## config.mk

```make
export PLATFORM = sky130hd
export DESIGN_NAME = apb_master_arbiter
export DESIGN_NICKNAME = d
export VERILOG_FILES = /design/src/rtl/apb_pkg.sv /design/src/rtl/rr_arbiter.sv /design/src/rtl/apb_master_arbiter.sv
export SDC_FILE = /design/constraint.sdc
export NUM_CORES = 1
export LEC_CHECK = 0
export CORE_AREA = 10 10 167 169
export CTS_BUF_LIST = sky130_fd_sc_hd__clkbuf_8
export CTS_CLUSTER_SIZE = 12
export DETAILED_ROUTE_END_ITERATION = 10
export DIE_AREA = 0 0 177 179
export DONT_BUFFER_PORTS = 1
export GPL_ROUTABILITY_DRIVEN = 0
export PLACE_DENSITY = 0.52
export SLEW_MARGIN = 20
export SYNTH_ARGS = -nofsm -noshare
export SYNTH_HDL_FRONTEND = slang
export SYNTH_HIERARCHICAL = 1
export SYNTH_SLANG_ARGS = --single-unit
```

## constraint.sdc

```tcl
create_clock -name clk -period 5.2 [get_ports clk]
set_input_delay 1.04 -clock clk [delete_from_list [all_inputs] [get_ports clk]]
set_output_delay 1.04 -clock clk [all_outputs]
set_load 0.02 [all_outputs]
```

## src/rtl/apb_pkg.sv

```systemverilog
// Shared types for the APB master arbiter: FSM states and the captured request bundle.
// Capture fields are sized for the widest supported bus; narrower instances use the low bits.
package apb_pkg;

    localparam int unsigned APB_PROT_WIDTH     = 3;
    localparam int unsigned APB_MAX_ADDR_WIDTH = 64;
    localparam int unsigned APB_MAX_DATA_WIDTH = 64;

    typedef enum logic [1:0] {
        StIdle,
        StSetup,
        StAccess,
        StResp
    } apb_arb_state_t;

    typedef struct packed {
        logic [APB_MAX_ADDR_WIDTH-1:0]   addr;
        logic                            write;
        logic [APB_MAX_DATA_WIDTH-1:0]   wdata;
        logic [APB_MAX_DATA_WIDTH/8-1:0] strb;
        logic [APB_PROT_WIDTH-1:0]       prot;
    } apb_req_t;

endpackage

```

## src/rtl/rr_arbiter.sv

```systemverilog
// Combinational round-robin search: first asserted request at or above ptr_i, wrapping to 0.
module rr_arbiter #(
    parameter int unsigned N = 4
) (
    input  logic [N-1:0]         req_i,
    input  logic [$clog2(N)-1:0] ptr_i,
    output logic [N-1:0]         gnt_o,
    output logic [$clog2(N)-1:0] idx_o,
    output logic                 any_o
);

    localparam int unsigned IdxW = $clog2(N);

    logic [N-1:0] mask;
    logic [N-1:0] req_hi;
    logic [N-1:0] sel;

    always_comb begin
        mask = '0;
        for (int unsigned i = 0; i < N; i++) begin
            mask[i] = (i >= 32'(ptr_i));
        end
        req_hi = req_i & mask;
        // Requests at or above the pointer take precedence; otherwise wrap to the bottom.
        sel    = (|req_hi) ? req_hi : req_i;
    end

    always_comb begin
        gnt_o = '0;
        idx_o = '0;
        any_o = 1'b0;
        for (int unsigned i = 0; i < N; i++) begin
            if (!any_o && sel[i]) begin
                any_o    = 1'b1;
                gnt_o[i] = 1'b1;
                idx_o    = IdxW'(i);
            end
        end
    end

endmodule

```

## src/rtl/apb_master_arbiter.sv

```systemverilog
// Round-robin arbiter sharing one APB master port between NUM_REQ requesters,
// sequencing SETUP/ACCESS itself and aborting transfers whose PREADY never arrives.
module apb_master_arbiter
    import apb_pkg::*;
#(
    parameter int unsigned NUM_REQ        = 4,
    parameter int unsigned ADDR_WIDTH     = 32,
    parameter int unsigned DATA_WIDTH     = 32,
    parameter int unsigned TIMEOUT_CYCLES = 256
) (
    input  logic                                clk,
    input  logic                                rst_n,

    input  logic [NUM_REQ-1:0]                  req_valid_i,
    output logic [NUM_REQ-1:0]                  req_ready_o,
    input  logic [NUM_REQ*ADDR_WIDTH-1:0]       req_addr_i,
    input  logic [NUM_REQ-1:0]                  req_write_i,
    input  logic [NUM_REQ*DATA_WIDTH-1:0]       req_wdata_i,
    input  logic [NUM_REQ*DATA_WIDTH/8-1:0]     req_strb_i,
    input  logic [NUM_REQ*APB_PROT_WIDTH-1:0]   req_prot_i,

    output logic [NUM_REQ-1:0]                  rsp_valid_o,
    input  logic [NUM_REQ-1:0]                  rsp_ready_i,
    output logic [DATA_WIDTH-1:0]               rsp_rdata_o,
    output logic                                rsp_err_o,
    output logic [$clog2(NUM_REQ)-1:0]          grant_id_o,

    output logic [ADDR_WIDTH-1:0]               m_apb_paddr_o,
    output logic                                m_apb_psel_o,
    output logic                                m_apb_penable_o,
    output logic                                m_apb_pwrite_o,
    output logic [DATA_WIDTH-1:0]               m_apb_pwdata_o,
    output logic [DATA_WIDTH/8-1:0]             m_apb_pstrb_o,
    output logic [APB_PROT_WIDTH-1:0]           m_apb_pprot_o,
    input  logic [DATA_WIDTH-1:0]               m_apb_prdata_i,
    input  logic                                m_apb_pready_i,
    input  logic                                m_apb_pslverr_i
);

    localparam int unsigned IdW       = $clog2(NUM_REQ);
    localparam int unsigned StrbW     = DATA_WIDTH / 8;
    localparam bit          TimeoutEn = (TIMEOUT_CYCLES != 0);
    localparam int unsigned CntW      = TimeoutEn ? $clog2(TIMEOUT_CYCLES + 1) : 1;

    if (NUM_REQ < 2 || (DATA_WIDTH % 8) != 0 || ADDR_WIDTH > APB_MAX_ADDR_WIDTH ||
        DATA_WIDTH > APB_MAX_DATA_WIDTH) begin : gen_bad_params
        $error("apb_master_arbiter: unsupported parameter set");
    end

    apb_arb_state_t        state_q, state_d;
    apb_req_t              cap_q, cap_d;
    logic [IdW-1:0]        gid_q, gid_d;
    logic [IdW-1:0]        ptr_q, ptr_d;
    logic [CntW-1:0]       cnt_q, cnt_d;
    logic [DATA_WIDTH-1:0] rdata_q, rdata_d;
    logic                  err_q, err_d;
    logic                  psel_q, psel_d;
    logic                  penable_q, penable_d;

    logic [NUM_REQ-1:0]    arb_gnt;
    logic [IdW-1:0]        arb_idx;
    logic                  arb_any;
    logic                  timeout_hit;
    logic                  unused_cap;

    rr_arbiter #(
        .N (NUM_REQ)
    ) u_rr_arbiter (
        .req_i (req_valid_i),
        .ptr_i (ptr_q),
        .gnt_o (arb_gnt),
        .idx_o (arb_idx),
        .any_o (arb_any)
    );

    always_comb begin
        state_d     = state_q;
        cap_d       = cap_q;
        gid_d       = gid_q;
        ptr_d       = ptr_q;
        cnt_d       = cnt_q;
        rdata_d     = rdata_q;
        err_d       = err_q;
        timeout_hit = TimeoutEn && (cnt_q == CntW'(TIMEOUT_CYCLES - 1));

        unique case (state_q)
            StIdle: begin
                if (arb_any) begin
                    cap_d = '0;
                    for (int unsigned i = 0; i < NUM_REQ; i++) begin
                        if (arb_gnt[i]) begin
                            cap_d.addr[ADDR_WIDTH-1:0]  = req_addr_i[i*ADDR_WIDTH +: ADDR_WIDTH];
                            cap_d.write                 = req_write_i[i];
                            cap_d.wdata[DATA_WIDTH-1:0] = req_wdata_i[i*DATA_WIDTH +: DATA_WIDTH];
                            cap_d.strb[StrbW-1:0]       = req_strb_i[i*StrbW +: StrbW];
                            cap_d.prot = req_prot_i[i*APB_PROT_WIDTH +: APB_PROT_WIDTH];
                        end
                    end
                    gid_d   = arb_idx;
                    cnt_d   = '0;
                    state_d = StSetup;
                end
            end
            StSetup: begin
                state_d = StAccess;
            end
            StAccess: begin
                // PREADY takes priority over a timeout landing in the same cycle.
                if (m_apb_pready_i) begin
                    rdata_d = cap_q.write ? '0 : m_apb_prdata_i;
                    err_d   = m_apb_pslverr_i;
                    state_d = StResp;
                end else if (TimeoutEn) begin
                    cnt_d = cnt_q + CntW'(1);
                    if (timeout_hit) begin
                        rdata_d = '0;
                        err_d   = 1'b1;
                        state_d = StResp;
                    end
                end
            end
            StResp: begin
                if (rsp_ready_i[gid_q]) begin
                    ptr_d   = (gid_q == IdW'(NUM_REQ - 1)) ? '0 : gid_q + IdW'(1);
                    state_d = StIdle;
                end
            end
            default: begin
                state_d = StIdle;
            end
        endcase

        psel_d    = (state_d == StSetup) || (state_d == StAccess);
        penable_d = (state_d == StAccess);
    end

    always_ff @(posedge clk or negedge rst_n) begin
        if (!rst_n) begin
            state_q   <= StIdle;
            cap_q     <= '0;
            gid_q     <= '0;
            ptr_q     <= '0;
            cnt_q     <= '0;
            rdata_q   <= '0;
            err_q     <= 1'b0;
            psel_q    <= 1'b0;
            penable_q <= 1'b0;
        end else begin
            state_q   <= state_d;
            cap_q     <= cap_d;
            gid_q     <= gid_d;
            ptr_q     <= ptr_d;
            cnt_q     <= cnt_d;
            rdata_q   <= rdata_d;
            err_q     <= err_d;
            psel_q    <= psel_d;
            penable_q <= penable_d;
        end
    end

    // req_ready is combinational from the arbiter, so it is gated by reset as well.
    always_comb begin
        req_ready_o = (rst_n && state_q == StIdle) ? arb_gnt : '0;
        rsp_valid_o = '0;
        if (state_q == StResp) begin
            rsp_valid_o[gid_q] = 1'b1;
        end
    end

    assign rsp_rdata_o     = rdata_q;
    assign rsp_err_o       = err_q;
    assign grant_id_o      = gid_q;

    assign m_apb_psel_o    = psel_q;
    assign m_apb_penable_o = penable_q;
    assign m_apb_paddr_o   = cap_q.addr[ADDR_WIDTH-1:0];
    assign m_apb_pwrite_o  = cap_q.write;
    assign m_apb_pwdata_o  = cap_q.wdata[DATA_WIDTH-1:0];
    assign m_apb_pstrb_o   = cap_q.strb[StrbW-1:0];
    assign m_apb_pprot_o   = cap_q.prot;

    // Upper capture bits beyond the configured widths are constant zero.
    assign unused_cap = ^cap_q;

endmodule
```

Word-level counts from Yosys, hierarchy flattened
Cells that the tools add are included.
- logic and storage cells: 90
- input bits: 332
- flip-flop bits (word level): 122
- add/sub/neg operators: 2
- magnitude comparators: 5
- mux-type cells: 43
- reductions and logical operators: 17
- bitwise operators: 1
- equal/unequal tests: 9
- operators by type and width (kind ; number):
    $mux W32 ; 7
    $mux W33 ; 4
    $mux W7 ; 4
    $mux W9 ; 2
    $pmux W9 S2 ; 1
    $mux W2 ; 7
    $mux W1 ; 12
    $mux W4 ; 3
    $add A9 B1 Y9 const B ; 1
    $eq A9 B8 Y1 const B ; 1
    $eq A2 B2 Y1 const B ; 4
    $pmux W2 S4 ; 1
    $reduce_and A2 Y1 ; 3
    $logic_and A1 B1 Y1 ; 5
    $and A4 B4 Y4 ; 1
    $eq A2 B1 Y1 const B ; 2
    $ge A1 B2 Y1 const A ; 2
    $ne A2 B2 Y1 const B ; 2
    $reduce_bool A2 Y1 ; 2
    $reduce_or A4 Y1 ; 1
    $logic_not A1 Y1 ; 3
    $lt A2 B3 Y1 const B ; 1
    $reduce_and A3 Y1 ; 1
    $add A2 B1 Y2 const B ; 1
    6 further kinds ; 6

Logic depth before layout (Yosys ltp)
Gate-level depths: netlist of the first run.
- word-level depth: 18
- mapped depth: 10
- depth with buffers taken out: 10

By module
Netlist of the first run, hierarchy kept.
- modules (own cells, without submodules) (module ; times used ; cells an instance ; area each (um2)):
    apb_master_arbiter ; 1 ; 810 ; 6915.4
    rr_arbiter ; 1 ; 33 ; 227.7

Least setup slack after synthesis of the first run
Ideal clock, no wire load.
- path kind: input -> output
- start: input port req_valid_i[1]
- end: output port req_ready_o[2]
- stages on the path: 8
- data required time: 4.160 ns
- path slack: 1.693 ns
- arrival: 2.467 ns
- buffers on the path: 4
- path through: buf_4 > nor2_1 > o21ai_0 > a21boi_0 > buf_2 > buf_2 > buf_1 > and3_1
- cells in the longest elaborated chain, start to end: 11
- RTL lines (element ; RTL line ; text):
    start: declaration ; apb_master_arbiter.sv:14 ; input logic [NUM_REQ-1:0] req_valid_i,
    $and A4 B4 Y4 ; rr_arbiter.sv:23 ; req_hi = req_i & mask;
    $reduce_or A4 Y1 ; rr_arbiter.sv:25 ; sel = (|req_hi) ? req_hi : req_i;
    $mux W4 * ; rr_arbiter.sv:25 ;
    $mux W1 ; rr_arbiter.sv:33 ; if (!any_o && sel[i]) begin
    $logic_not A1 Y1 ; rr_arbiter.sv:33 ;
    $logic_and A1 B1 Y1 ; rr_arbiter.sv:33 ;
    $mux W1 ; rr_arbiter.sv:33 ;
    $logic_not A1 Y1 ; rr_arbiter.sv:33 ;
    $logic_and A1 B1 Y1 * ; rr_arbiter.sv:33 ;
    $mux W1 * ; rr_arbiter.sv:33 ;
    net arb_gnt[2] ; apb_master_arbiter.sv:60 ; logic [NUM_REQ-1:0] arb_gnt;
    $mux W4 * ; apb_master_arbiter.sv:163 ; req_ready_o = (rst_n && state_q == StIdle) ? arb_gnt : '0;
    end: declaration ; apb_master_arbiter.sv:15 ; output logic [NUM_REQ-1:0] req_ready_o,
Mark *: on every way through the listed nets, which the timed path passes. The rest lies on a longest branch.

Worst setup path after layout of the first run
- start: input port req_valid_i[3]
- end: output port req_ready_o[1]
- cells in the longest elaborated chain, start to end: 8
- RTL lines (element ; RTL line):
    $and A4 B4 Y4 * ; rr_arbiter.sv:23
    $reduce_or A4 Y1 * ; rr_arbiter.sv:25
    $mux W4 * ; rr_arbiter.sv:25
    $mux W1 ; rr_arbiter.sv:33
    $logic_not A1 Y1 ; rr_arbiter.sv:33
    $logic_and A1 B1 Y1 * ; rr_arbiter.sv:33
    $mux W1 * ; rr_arbiter.sv:33
    net arb_gnt[1] ; apb_master_arbiter.sv:60
    $mux W4 * ; apb_master_arbiter.sv:163
Marks and branches as above.

==> reports/summary.txt, run 1 <==
CP Launch Type - input port
cell taking the most area after synthesis - dfrtp_1
post-synthesis cell type count - 50
Vias/cell - 5.59
internal cell power - 0.00262 W
starting density of the core - 28.9%
global-route usage over all layers - 17.2%
DRT Wirelength - 29,400 um
initial antenna violation count - 0
PortBufs - 0
layout cells sized above 1 - 7.72%
flops & latches, synth - 122
CTS Root Cell - clkbuf_8
Syn Nets - 1,182
Comb pwr share - 35.7%
Die H - 179 um
Worst EP required - 4.16 ns
Top delay family on crit path - simple AND/OR/NAND/NOR gates
Seq/Total Area, Yosys - 42.7%
I/O pins - 449
post-synth top area share - 42.7%
DR DRC count - 0
grt total ovfl - 0
TNS Setup - 0 ns
area grow syn2layout - 8.00%
post-synthesis cell count - 843
Mapped Area - 7140 sq um
HP Class - in2async
Die Wd - 177 um
CP arrival - 2.16 ns
Cells after DPL - 1,101
Fin Clk Skew - 0.0191 ns
core area - 24,700 sq um
FF-to-FF Start - ptr_q[1]
critical path class - in2out
Fin. Hold Viols - 0
Clock power frac - 17.8%
Detail Placement HPWL - 22,100 um
drt first pass iters - 5
Reg power frac - 46.5%
Clock Latency Late Sink - 0.44 ns
Worst Setup End Kind - primary output
Tcrit/Tclk final - 61.5%
Max Root-Sink Buffers - 2
Finished Layout Cells - 1,133
fmax - 313 MHz
cts bufs inserted - 17
Worst Tran Pin Value - 0.866 ns
Routed Antenna Nets - 0
sw power - 0.00255 W
die area - 31,700 sq um
H-tree Lvls - 4
Buf+Inv Stages, Crit Path - 0
Top FF cell, synth - dfrtp_1
FFs w/ async S/R, synth - 100%
Slew Viols, Final - 0
DRT iter0 DRCs - 432
RSZ-0062 raised after global routing - false
min Tclk post-route - 3.20 ns
CTS tree - built
Sink Count - 122
first-pass GRT wire length - 41,300 um
Worst IR Drop VDD - 0.266 mV
relative slew slack - 42.2%
largest cells by area after synthesis - dfrtp_1 43%, a211o_1 8.8%, a221oi_1 8.8%
Avg Cell Area, Syn - 8.47 sq um
largest net degree at the start of global routing - 145
Post-CTS Setup Bufs - 0
CTS resizes - 0
pwr dens - 669 nW/um^2
number of global-route vias before repair - 6,268
CP max stage delay - 0.52 ns
Vias - 6,337
Leak - 3.46 nW
Ys Warns - 6
slowest cell on the critical path - o221a_4
CTS Hold Bufs - 0
sw frac - 49.3%
r2r endpoint - m_apb_paddr_o[12]
Wirelength per Cell - 26.0 um
status - finished clean
Cell Chain, Critical Path - nor2_1 > o221a_4 > and3_1
r2r setup slk - 2.20 ns
nets@finish - 1,129
R2R depth - 7
Post-synth EDFFs - 0
final setup fails - 0
# diodes - 0
Crit Path Max Fanout - 34
Rows - 58
total of max-cap violations - 0
clk slew on worst S/H paths - 0.09 ns
-- worst max-delay path by stage --
stage | from | to | slack [ns] | cells past startpoint
after global placement | req_valid_i[2] | m_apb_paddr_o[20] | 1.94 | 7
after floorplan | req_valid_i[1] | req_ready_o[2] | 1.69 | 8
final | req_valid_i[3] | req_ready_o[1] | 2.00 | 3
after CTS | ptr_q[1] | req_ready_o[1] | 1.98 | 3
after global routing | ptr_q[1] | req_ready_o[1] | 1.84 | 3
after detailed placement | req_valid_i[2] | m_apb_paddr_o[12] | 1.91 | 7
-- metal layers --
layer | up-vias | global-route usage, % | part of all wire [%]
met1 | 3107 | 19.4 | 38
met5 | - | 0 | 0
met4 | 0 | 4.48 | 1.2
met3 | 18 | 7.94 | 11
met2 | 301 | 28.7 | 51
li1 | 2911 | - | -
-- cells by family after synthesis --
logic type                 share of synthesized area (%)
DFF                                                 42.7
buffers and inverters                               9.65
AOI/OAI and AO/OA                                   27.7
muxes                                               1.45
xor gates and xnor gates                           0.245
and+or+nand+nor                                     17.0
adders and majority gates                           1.23
-- per-stage QoR --
step	total power (W)	hold WS (ns)	setup WS, ns	util, %	instance area (sq um)
floorplan	0.00376	0.473	1.69	-	7140
global placement	0.00426	0.489	1.94	29.5	7310
detailed placement	0.00430	0.496	1.91	29.5	7310
CTS	0.00526	0.237	1.98	31.2	7710
global route	0.00557	0.236	1.84	31.2	7710
finish	0.00516	0.294	2.00	31.2	7710
-- state kept, by name (all words and copies together), names as in the netlist --
name,count
cnt_q,9
m_apb_pwrite_o,1
state_q,2
m_apb_pstrb_o,4
ptr_q,2
m_apb_psel_o,1
m_apb_pwdata_o,32
rsp_rdata_o,32
m_apb_penable_o,1
m_apb_pprot_o,3
m_apb_paddr_o,32
rsp_err_o,1
grant_id_o,2
-- cell usage after synthesis (all sizes together) (2+ instances only) --
cell type,n
nand3,34
nand2,143
a211o,72
o221a,2
a31oi,72
buf,46
and2,2
mux2,5
nor2,89
nand4b,2
dfrtp,122
inv,81
a21boi,2
a21oi,6
ha,7
or3,2
and3,11
o21bai,2
nor2b,3
mux2i,4
clkbuf,35
a221oi,72
a22o,6
o21ai,7
-- worst reg2reg max path: cells and delay by family (launching register included) --
kind | cells | cell delay (ns)
compound gates | 5 | 1.22
simple gates | 1 | 0.75
flops | 1 | 0.65
buf+inv | 1 | 0.30
-- layout make-up --
type / count / area, sq um
Multi-Input combinational cell: 559 / 3440
Clock buffer: 17 / 234
Clock inverter: 15 / 174
Inverter: 81 / 304
Timing Repair Buffer: 9 / 92.6
Sequential cell: 122 / 3050
Fill cell: 2640 / 17000
Tap cell: 330 / 413
-- power groups by stage --
stage	sequential, W	clock, W	combinational [W]
after floorplan	0.00218	0	0.00158
after global placement	0.00244	0	0.00182
after detailed placement	0.00243	0	0.00187
after CTS	0.00242	0.000966	0.00187
after global routing	0.00247	0.00100	0.00209
final	0.00240	0.000921	0.00184
-- cells in the final DEF, fill, tap and decap left out, types with 3 or more instances in the layout --
cell | synthesis | layout
a21oi_1 | 5 | 5
a211o_1 | 72 | 72
and3_1 | 11 | 11
nand3_1 | 34 | 34
o21ai_1 | 3 | 3
mux2_2 | 3 | 3
a221oi_1 | 72 | 72
dfrtp_1 | 122 | 122
mux2i_1 | 4 | 4
clkbuf_8 | 0 | 17
nand2_1 | 142 | 142
nor2_1 | 88 | 86
nor2_2 | 1 | 3
ha_1 | 7 | 7
o21ai_0 | 4 | 4
inv_1 | 80 | 80
a31oi_1 | 72 | 72
inv_6 | 0 | 7
a22o_1 | 6 | 6
buf_4 | 5 | 7
Note: power is estimated with default switching activity, not from simulation.
==> run 2: changes to the inputs <==
Settings changed: PLACE_DENSITY 0.52 to 0.53.
Clock period 5.2 ns to 2.8 ns, I/O delays scaled along.
==> run 2 against run 1 <==
Effect of this change: the flow now finishes with violations (hold timing); clock power up 78%; non-clock buffer count up 10; critical path depth up 1; total power up 88%; setup slack worse by 1.8 ns; largest cell class unchanged; hold slack worse by 0.47 ns; sequential share of layout area down 0.66 points; cell count up 1.1%; highest routed layer is now met5; combinational power up 98%; design area up 1.7%; count of clock-buffer cells in the layout up 2.
==> reports/summary.txt, run 2 (same netlist as run 1, synthesis figures left out) <==
Clock Latency Late Sink - 0.43 ns
hold_ws - -0.178 ns
grt total ovfl - 0
cts bufs inserted - 17
Die H - 179 um
final setup fails - 0
Top delay family on crit path - flip-flops
r2r setup slk - 0.50 ns
Post-CTS Setup Bufs - 0
Critical Path Source - ptr_q[1]
Cell Chain, Critical Path - a21oi_1 > o221a_2 > buf_12 > and3_1
CP Capture Point - req_ready_o[1]
DRT iter0 DRCs - 426
largest net degree at the start of global routing - 127
slowest cell on the critical path - dfrtp_1
starting density of the core - 28.9%
PortBufs - 0
CP max stage delay - 0.46 ns
fmax - 390 MHz
Sink Count - 122
relative slew slack - 55.2%
Die Wd - 177 um
nets@finish - 1,139
area grow syn2layout - 9.83%
status - finished with violations
final core utilization - 31.7%
Routed Antenna Nets - 0
Fin Clk Skew - 0.0226 ns
clk slew on worst S/H paths - 0.10 ns
WP depth - 4
Max Root-Sink Buffers - 2
Vias/cell - 5.64
most frequent cells in the layout - 142 x nand2_1, 122 x dfrtp_1, 86 x nor2_1, 80 x inv_1
Wirelength per Cell - 25.8 um
Area after DPL - 7450 sq um
Worst IR Drop VDD - 0.425 mV
total of max-cap violations - 0
finished layout cell area - 7850 sq um
drt first pass iters - 5
Tcrit/Tclk final - 91.5%
Crit Path Max Fanout - 73
FF-to-FF Start - ptr_q[0]
number of global-route vias before repair - 6,497
Vias - 6,458
initial antenna violation count - 3
RSZ-0062 raised after global routing - false
layout cells sized above 1 - 8.73%
r2r endpoint - m_apb_paddr_o[11]
I/O pins - 449
min Tclk post-route - 2.56 ns
pwr dens - 1240 nW/um^2
Worst Tran Pin Value - 0.672 ns
CTS resizes - 0
critical path class - reg2out
first-pass GRT wire length - 42,100 um
R2R depth - 8
Detail Placement HPWL - 22,600 um
Buf+Inv Stages, Crit Path - 1
die area - 31,700 sq um
Cells after DPL - 1,111
HP Class - in2async
core area - 24,700 sq um
H-tree Lvls - 4
commonest non-fill, non-tap cell in the layout - nand2_1
failing checks - hold timing
Fin. Hold Viols - 122
DR DRC count - 0
CP Launch Type - register
Leak - 3.52 nW
DRT Wirelength - 29,500 um
CTS tree - built
global-route usage over all layers - 17.4%
Worst EP required - 2.24 ns
CP arrival - 2.00 ns
Rows - 58
Finished Layout Cells - 1,145
TNS Setup - 0 ns
CTS Root Cell - clkbuf_8
DP Worst Slack - 0.390 ns
Slew Viols, Final - 0
setup ws final - 0.237 ns
Worst Setup End Kind - primary output
-- run 2: changes by cell type in the layout (fill, tap and decap cells not counted), sizes merged --
cell	before	now
clkbuf	17	19
diode	0	2
clkinv	3	4
buf	9	19
bufinv	2	1
inv	90	88
-- run 2: report_power, final --
group	switching, W	internal, W	total, W
sequential	0.00182	0.00260	0.00441
clock	0.000865	0.000774	0.00164
combinational	0.00208	0.00157	0.00365
total	0.00476	0.00494	0.00971
-- run 2: metal layers --
| layer | wire length, um | track usage [%] | vias to the layer above | part of all wire [%] |
|---|---|---|---|---|
| li1 | - | - | 2931 | - |
| met1 | 11300 | 20.4 | 3173 | 38 |
| met2 | 14700 | 28.5 | 326 | 50 |
| met3 | 3060 | 7.58 | 26 | 10 |
| met4 | 406 | 4.66 | 2 | 1.4 |
| met5 | 20 | 0 | - | 0.068 |
-- run 2: worst min-delay path by stage --
stage | start | to | slack (ns) | cells after the start
finish | rst_n | cnt_q[0] | -0.18 | 0
global route | rst_n | cnt_q[0] | -0.25 | 0
CTS | rst_n | cnt_q[0] | -0.24 | 0
global placement | rst_n | rsp_rdata_o[25] | 0.27 | 0
floorplan | rst_n | cnt_q[0] | 0.26 | 0
detailed placement | rst_n | rsp_rdata_o[25] | 0.27 | 0
-- run 2: final cells by class --
cell class	count	area, sq um
repair buffers	19	243
multi-input cells	559	3440
inverters	81	304
flip-flops and latches	122	3050
diodes	2	5.00
well taps	330	413
fillers	2607	16900
clock buffers	19	262
clock inverters	13	130
-- run 2: stage by stage --
| step | power, W | hold slack, ns |
|---|---|---|
| global route | 0.0105 | -0.251 |
| detailed placement | 0.00819 | 0.268 |
| global placement | 0.00811 | 0.270 |
| CTS | 0.00987 | -0.240 |
| floorplan | 0.00697 | 0.264 |
| finish | 0.00971 | -0.178 |
-- run 2: worst reg2reg max path, delay by kind of cell (launching register included) --
family	cells	cell delay [ns]
AO/OA/AOI/OAI	5	0.85
AND/OR/NAND/NOR	2	0.61
flip-flops	1	0.48
buffers and inverters	1	0.27
==> run 3: changes to the inputs <==
Settings changed: REMOVE_ABC_BUFFERS set to 1.
==> run 3 against run 2 <==
Effect of this change: the flow still finishes with violations (hold timing); sequential share of layout area decreased by 0.13 points; hold slack got worse by 0.025 ns; count of clock-buffer cells in the layout down 2; maximum frequency down 0.54%; die area unchanged; sequential cell count stayed put; non-clock buffer count shrank 1; register-to-register slack better by 0.06 ns; cell count fell by 0.26%; utilization rose by 0.12 points; total power grew 0.39%; first-iteration DRC count fell by 1.4%; largest cell class unchanged; largest power group unchanged; highest routed layer unchanged.
==> reports/summary.txt, run 3 (same netlist as run 1, synthesis figures left out) <==
final setup fails - 0
grt total ovfl - 0
Routed Antenna Nets - 0
Fin Clk Skew - 0.0171 ns
drt first pass iters - 4
DR DRC count - 0
cts bufs inserted - 17
sw frac - 48.1%
status - finished with violations
failing checks - hold timing
DRT Wirelength - 28,200 um
critical path class - reg2out
Slew Viols, Final - 0
total of max-cap violations - 0
core area - 24,700 sq um
Rows - 58
final core utilization - 31.8%
HP Class - in2async
Clock power frac - 18.2%
Worst Tran Pin Value - 0.553 ns
area grow syn2layout - 10.2%
Fin. Hold Viols - 122
die area - 31,700 sq um
r2r setup slk - 0.56 ns
Max Root-Sink Buffers - 2
Worst IR Drop VDD - 0.505 mV
nets@finish - 1,138
Comb pwr share - 36.6%
slowest cell on the critical path - dfrtp_2
global-route usage over all layers - 16.7%
PortBufs - 0
relative slew slack - 63.2%
Tcrit/Tclk final - 92.0%
first-pass GRT wire length - 40,700 um
r2r endpoint - m_apb_pstrb_o[0]
Sink Count - 122
I/O pins - 449
Crit Path Max Fanout - 58
Clock Latency Late Sink - 0.44 ns
Die Wd - 177 um
Worst Setup End Kind - primary output
hold_ws - -0.203 ns
most frequent cells in the layout - 142 x nand2_1, 121 x dfrtp_1, 86 x nor2_1, 80 x inv_1
initial antenna violation count - 2
layout cells sized above 1 - 8.74%
fmax - 388 MHz
FF-to-FF Start - ptr_q[1]
clk slew on worst S/H paths - 0.10 ns
CP Launch Type - register
Worst EP required - 2.24 ns
CTS Root Cell - clkbuf_8
Leak - 3.52 nW
number of global-route vias before repair - 6,484
Cells after DPL - 1,110
commonest non-fill, non-tap cell in the layout - nand2_1
# diodes - 0
pwr dens - 1240 nW/um^2
fill cell count - 2,661
starting density of the core - 28.9%
Vias - 6,356
Cell Chain, Critical Path - a21oi_1 > o221a_4 > buf_12 > and3_1
largest net degree at the start of global routing - 127
Die H - 179 um
R2R depth - 7
CP max stage delay - 0.52 ns
Finished Layout Cells - 1,142
H-tree Lvls - 4
CTS tree - built
Wirelength per Cell - 24.7 um
min Tclk post-route - 2.58 ns
sw power - 0.00469 W
DRT iter0 DRCs - 420
CP arrival - 2.02 ns
Detail Placement HPWL - 21,300 um
Vias/cell - 5.57
Total Power - 0.00974 W
RSZ-0062 raised after global routing - false
Reg power frac - 45.2%
internal cell power - 0.00505 W
-- run 3: metal layers --
metal | GRT usage (%) | part of all wire (%)
met5 | 0 | 0.11
met2 | 27.8 | 49
met4 | 4.03 | 0.88
met1 | 19.1 | 39
met3 | 7.41 | 11
-- run 3: what timing repair did --
action / CTS / global route
hold endpoints to repair: 122 / 122
resized for setup: 0 / 1
setup buffers: 0 / 0
setup endpoints to repair: 0 / 2
-- run 3: how the worst max path moves through the flow --
stage                              start               end  slack, ns  depth (start not counted)
final                           ptr_q[1]    req_ready_o[1]       0.22                          4
after global routing            ptr_q[0]    req_ready_o[2]       0.06                          5
after CTS                       ptr_q[1]    req_ready_o[1]       0.07                          4
after detailed placement        ptr_q[1]  m_apb_pstrb_o[0]       0.49                          7
after global placement          ptr_q[1]  m_apb_pprot_o[1]       0.57                          8
after floorplan           req_valid_i[1]    req_ready_o[2]      -7.23                          4
-- run 3: area by class of cell --
class	instances	area, sq um	area share, %
inverter	81	304	3.86
clock inverter	15	189	2.40
clock buffer	17	234	2.97
sequential	122	3050	38.8
timing repair buffer	18	235	2.99
multi-input combinational	559	3440	43.7
tap	330	413	5.24
-- run 3: power by group through the flow --
stage | clock network (W) | logic, W | registers (W)
3_3_place_gp | 0 | 0.00354 | 0.00448
5_1_grt | 0.00190 | 0.00405 | 0.00455
2_1_floorplan | 0 | 0.00276 | 0.00408
6_report | 0.00177 | 0.00357 | 0.00441
4_1_cts | 0.00184 | 0.00362 | 0.00445
3_5_place_dp | 0 | 0.00362 | 0.00447
-- run 3: critical path, delay by kind of cell, from the launching register on --
| kind | cells | cell delay, ns |
|---|---|---|
| and+or+nand+nor | 1 | 0.34 |
| AOI/OAI and AO/OA | 2 | 0.44 |
| DFF | 1 | 0.52 |
| buffers and inverters | 1 | 0.25 |
-- run 3: metrics by stage --
| stage | setup TNS, ns | instance area (sq um) | setup WS [ns] | hold slack [ns] |
|---|---|---|---|---|
| global route | 0 | 7870 | 0.0567 | -0.253 |
| finish | 0 | 7870 | 0.224 | -0.203 |
| CTS | 0 | 7870 | 0.0690 | -0.243 |
| floorplan | -483.78 | 6760 | -7.23 | 0.264 |
| global placement | 0 | 7450 | 0.565 | 0.269 |
| detailed placement | 0 | 7450 | 0.494 | 0.269 |
==> edit 1 (config.mk and constraints of run 2) <==
`rdata_q` no longer has a reset.
--- a/src/rtl/apb_master_arbiter.sv
+++ b/src/rtl/apb_master_arbiter.sv
@@ -141,7 +141,6 @@
             gid_q     <= '0;
             ptr_q     <= '0;
             cnt_q     <= '0;
-            rdata_q   <= '0;
             err_q     <= 1'b0;
             psel_q    <= 1'b0;
             penable_q <= 1'b0;
@@ -151,11 +150,14 @@
             gid_q     <= gid_d;
             ptr_q     <= ptr_d;
             cnt_q     <= cnt_d;
-            rdata_q   <= rdata_d;
             err_q     <= err_d;
             psel_q    <= psel_d;
             penable_q <= penable_d;
         end
+    end
+
+    always_ff @(posedge clk) begin
+        rdata_q <= rdata_d;
     end
 
     // req_ready is combinational from the arbiter, so it is gated by reset as well.
Check against the original RTL: differs if rst_n is asserted again (counterexample within 4 cycles, from zero or initial values and one cycle with rst_n low); with rst_n held inactive, the same outputs for 4 cycles.
==> edit 1 against run 2 <==
Area after synthesis up 2.9%. Sequential cell count unchanged. Utilization increased by 0.31 points. Routed wire length is essentially flat. Clock skew hardly changed. Sequential power down 3%. Clock power up 9.8%. Sequential share of layout area up 1.7 points. Worst setup slack got worse by 26 ps. Cell area grew 0.99%. Synthesized cell count down 8.1%. Power shrank 1.2%. Critical path type unchanged. Largest power group unchanged. Highest routed layer unchanged.
==> edit 1: results (changes against run 2) <==
outcome:
  status: "finished, final reports clean"
placement:
  place_ws_ps: 386  # -3.06 ps
  post-dp-hpwl_um: 22500  # -0.42%
  dp_cells: 1048  # -5.7%
finish:
  layout-drive-gt1-share_pct: 10.4  # +1.6 points
  layout.filler_cells: 2610  # +0.12%
  layout.cells.non_filler: 1087  # -5.1%
synth:
  synth_area_leaders: "dfrtp_1 31%, edfxtp_1 13%, a211o_1 8.5%"
  async_flop_share_pct: 73.8  # -26 points
  synthTopCellsByCount: "90 x dfrtp_1, 87 x nor2_1, 80 x inv_1, 80 x nand2_1"
  muxShareOfSynthArea_pct: 1.19  # -0.26 points
  synthDistinctLibCells: 53  # +6.0%
  synth-xor-area-share_pct: 0.238  # -0.0070 points
  synth-edff-count: 32  # +32
global_route:
  grt_pass1_vias: 6152  # -5.3%
  track_usage_pct: 17.4  # +0.052 points
  met1_usage_pct: 18.7  # -1.7 points
  met3_usage_pct: 7.98  # +0.40 points
worst_setup_path:
  crit_arrival_ps: 2030  # +30 ps
  crit_path_max_incr_delay_ps: 500  # +40 ps
  path_delay_family: "simple AND/OR/NAND/NOR gates"
  cp_slowest_cell: "dfrtp_2"
  path_max_fanout: 13  # -82%
power_and_ir_drop:
  p_leak_nw: 3.24  # -7.8%
  p_seq_share_pct: 44.4  # -1.1 points
  total_power_mw: 9.59  # -1.2%
  switching_share_pct: 46.3  # -2.8 points
timing:
  worst_slew_pin_slew_ps: 658  # -13.6 ps
  clock-skew-final_ps: 22.3  # -0.252 ps
routing:
  drtIter0Drc: 305  # -28%
  met1_length_um: 10700  # -5.3%
  vias: 6077  # -5.9%
  dr_wl_met3_um: 3400  # +11%
edit 1: area by class of cell:
type	count	area, sq um	share of cell area, %
diodes	5	12.5	0.158
clock buffers	17	234	2.95
clock inverters	15	199	2.51
inverters	81	304	3.84
multi-input cells	497	3290	41.5
flip-flops and latches	122	3210	40.6
well taps	330	413	5.21
repair buffers	20	258	3.25
edit 1: repair_timing:
item,4_1_cts,5_1_grt
gates cloned,0,0
gates resized for setup,0,1
hold buffers,1,0
pin swaps,1,0
buffers inserted,1,0
endpoints found under the setup margin,1,1
hold endpoints to repair,90,0
edit 1: path summary, 6_finish.rpt:
kind,from,to,slack (ps),depth (start not counted)
hold reg to reg,cnt_q[8],cnt_q[8],530,1
hold / removal,rst_n,m_apb_paddr_o[11],20,1
setup reg to reg,ptr_q[0],m_apb_paddr_o[13],500,8
min in group clk,req_addr_i[125],m_apb_paddr_o[29],270,2
setup / recovery,ptr_q[1],req_ready_o[2],210,5
max in group asynchronous,rst_n,m_apb_paddr_o[0],2310,1
==> edit 2 (config.mk and constraints of run 2) <==
Without the edit above. The package constant `APB_MAX_ADDR_WIDTH` goes from 64 to 32.
--- a/src/rtl/apb_pkg.sv
+++ b/src/rtl/apb_pkg.sv
@@ -3,7 +3,7 @@
 package apb_pkg;
 
     localparam int unsigned APB_PROT_WIDTH     = 3;
-    localparam int unsigned APB_MAX_ADDR_WIDTH = 64;
+    localparam int unsigned APB_MAX_ADDR_WIDTH = 32;
     localparam int unsigned APB_MAX_DATA_WIDTH = 64;
 
     typedef enum logic [1:0] {
Check against the original RTL: same outputs for any inputs over 4 cycles, from zero or initial values and one cycle with rst_n low; that may be too few to reach the edited logic, so the function may still have changed.
==> edit 2 against run 2 <==
The flow still finishes with violations (negative hold slack). Worst setup slack gained 17 ps. Cell area is 2.2% lower. Global-route usage shrank 0.76 points. Routed wire length down 3.3%. Critical path type unchanged. Sequential cell count unchanged. Sequential power up 0.9%. Power fell by 0.47%. First-iteration DRC count up 18%. Area after synthesis decreased by 1.6%. Critical endpoint is now req_ready_o[2].
==> edit 2: results (changes against run 2) <==
outcome:
  status: "finished, violations left"
  failed_checks: "negative hold slack"
placement:
  port_buffers: 0  # unchanged
  post-dp-hpwl_um: 21200  # -5.9%
  place_area_sq_um: 7300  # -2.0%
synth:
  synthDistinctLibCells: 47  # -6.0%
  synthTopCellsByCount: "150 x a21oi_1, 122 x dfrtp_1, 85 x nor2_1"
  synth_compound_area_share_pct: 36.0  # +8.3 points
  synthFlopType: "dfrtp_1"
  async_flop_share_pct: 100  # unchanged
  synth-seq-area-share_pct: 43.4  # +0.68 points
  synthAdderAreaFrac_pct: 1.25  # +0.019 points
  muxShareOfSynthArea_pct: 1.48  # +0.023 points
  syn-num-nets: 1114  # -5.8%
  synth-xor-area-share_pct: 0.249  # +0.0039 points
  synth_area_leaders: "dfrtp_1 43%, a21oi_1 11%, a211o_1 9.0%"
finish:
  nNetsFinal: 1071  # -6.0%
  layout.filler_cells: 2634  # +1.0%
  layout-drive-gt1-share_pct: 8.99  # +0.26 points
  diodes: 0  # -2
timing:
  whs_ps: -196  # -18.2 ps
  clock-skew-final_ps: 15.4  # -7.20 ps
  timing_hold_violations_final: 122  # unchanged
  maxSlewHeadroom_pct: 60.1  # +4.9 points
clocking:
  clockBufferDepth: 2  # unchanged
  clkSlewWorstSetupHoldPaths_ps: 90
  h-tree-depth: 4  # unchanged
  clock-root-buffer: "clkbuf_8"
worst_setup_path:
  crit_path_max_incr_delay_ps: 550  # +90 ps
  path_max_fanout: 13  # -82%
  reg2reg_slack_ps: 410  # -90 ps
  crit_arrival_ps: 1990
  cp_slowest_cell: "dfrtp_1"
  startpoint: "ptr_q[1]"
  path_delay_family: "simple AND/OR/NAND/NOR gates"
  r2r-end: "m_apb_pwdata_o[31]"
  crit_end: "req_ready_o[2]"
  crit-reg2reg-launch: "ptr_q[1]"
global_route:
  track_usage_pct: 16.6  # -0.76 points
  grt_start_max_net_pins: 127  # unchanged
  grt_pass1_vias: 6137  # -5.5%
  antenna_found_initial: 1  # -2
  grt_pass1_wl_um: 40500  # -3.7%
power_and_ir_drop:
  p_leak_nw: 3.43  # -2.3%
  peakVddDrop_mv: 0.460  # +8.4%
routing:
  routedWlPerCell_um: 26.6  # +3.0%
  vias: 6222  # -3.7%
  drtIter0Drc: 503  # +18%
  drt_pass1_iterations: 4  # -1
-- edit 2: worst min path at each step --
stage / to / slack, ps / cells after the start
global route: rsp_rdata_o[11] / -270 / 0
CTS: rsp_rdata_o[16] / -240 / 0
finish: rsp_rdata_o[16] / -200 / 0
detailed placement: rsp_rdata_o[17] / 270 / 0
floorplan: cnt_q[0] / 260 / 0
global placement: rsp_rdata_o[16] / 270 / 0
-- edit 2: area by class of cell --
type | instances | area (sq um) | area share (%)
timing repair buffer | 15 | 200 | 2.61
sequential | 122 | 3050 | 39.8
clock buffer | 17 | 234 | 3.05
inverter | 82 | 308 | 4.01
tap | 330 | 413 | 5.38
multi-input combinational | 494 | 3330 | 43.3
clock inverter | 15 | 141 | 1.84
-- edit 2: where the power goes --
part           total, mW  switching (mW)  internal (mW)
registers           4.45            1.86           2.59
logic               3.66            2.03           1.63
clock network       1.55           0.836          0.719
-- edit 2: logic make-up (layout without fill, tap and decap cells) --
kind of cell | after synthesis | in the layout
AO/OA/AOI/OAI | 354 | 354
XOR/XNOR | 2 | 2
adder cells (fa/ha/maj) | 7 | 7
buffers and inverters | 159 | 129
flip-flops | 122 | 122
multiplexers | 9 | 9
AND/OR/NAND/NOR | 122 | 122
-- edit 2: per-layer routing --
metal | vias up | GRT usage, % | routed length, um
li1 | 2765 | - | -
met1 | 3077 | 19.4 | 10900
met2 | 356 | 27.7 | 14200
met3 | 22 | 6.97 | 3110
met4 | 2 | 4.20 | 368
met5 | - | 0 | 11
-- edit 2: what timing repair did --
| item | in CTS | in global routing |
|---|---|---|
| buffers inserted | 0 | 0 |
| resized for setup | 0 | 0 |
| endpoints found under the hold margin | 122 | 122 |
| setup endpoints to repair | 0 | 0 |
-- edit 2: stage by stage --
step                      setup WS, ps  power, mW  hold slack (ps)  std cells
after global placement             494       8.16              270       1043
after global routing              7.31       10.4             -266       1075
after detailed placement           432       8.20              269       1043
after floorplan                    253       7.05              264        775
after CTS                          194       9.81             -235       1075
final                              255       9.66             -196       1075
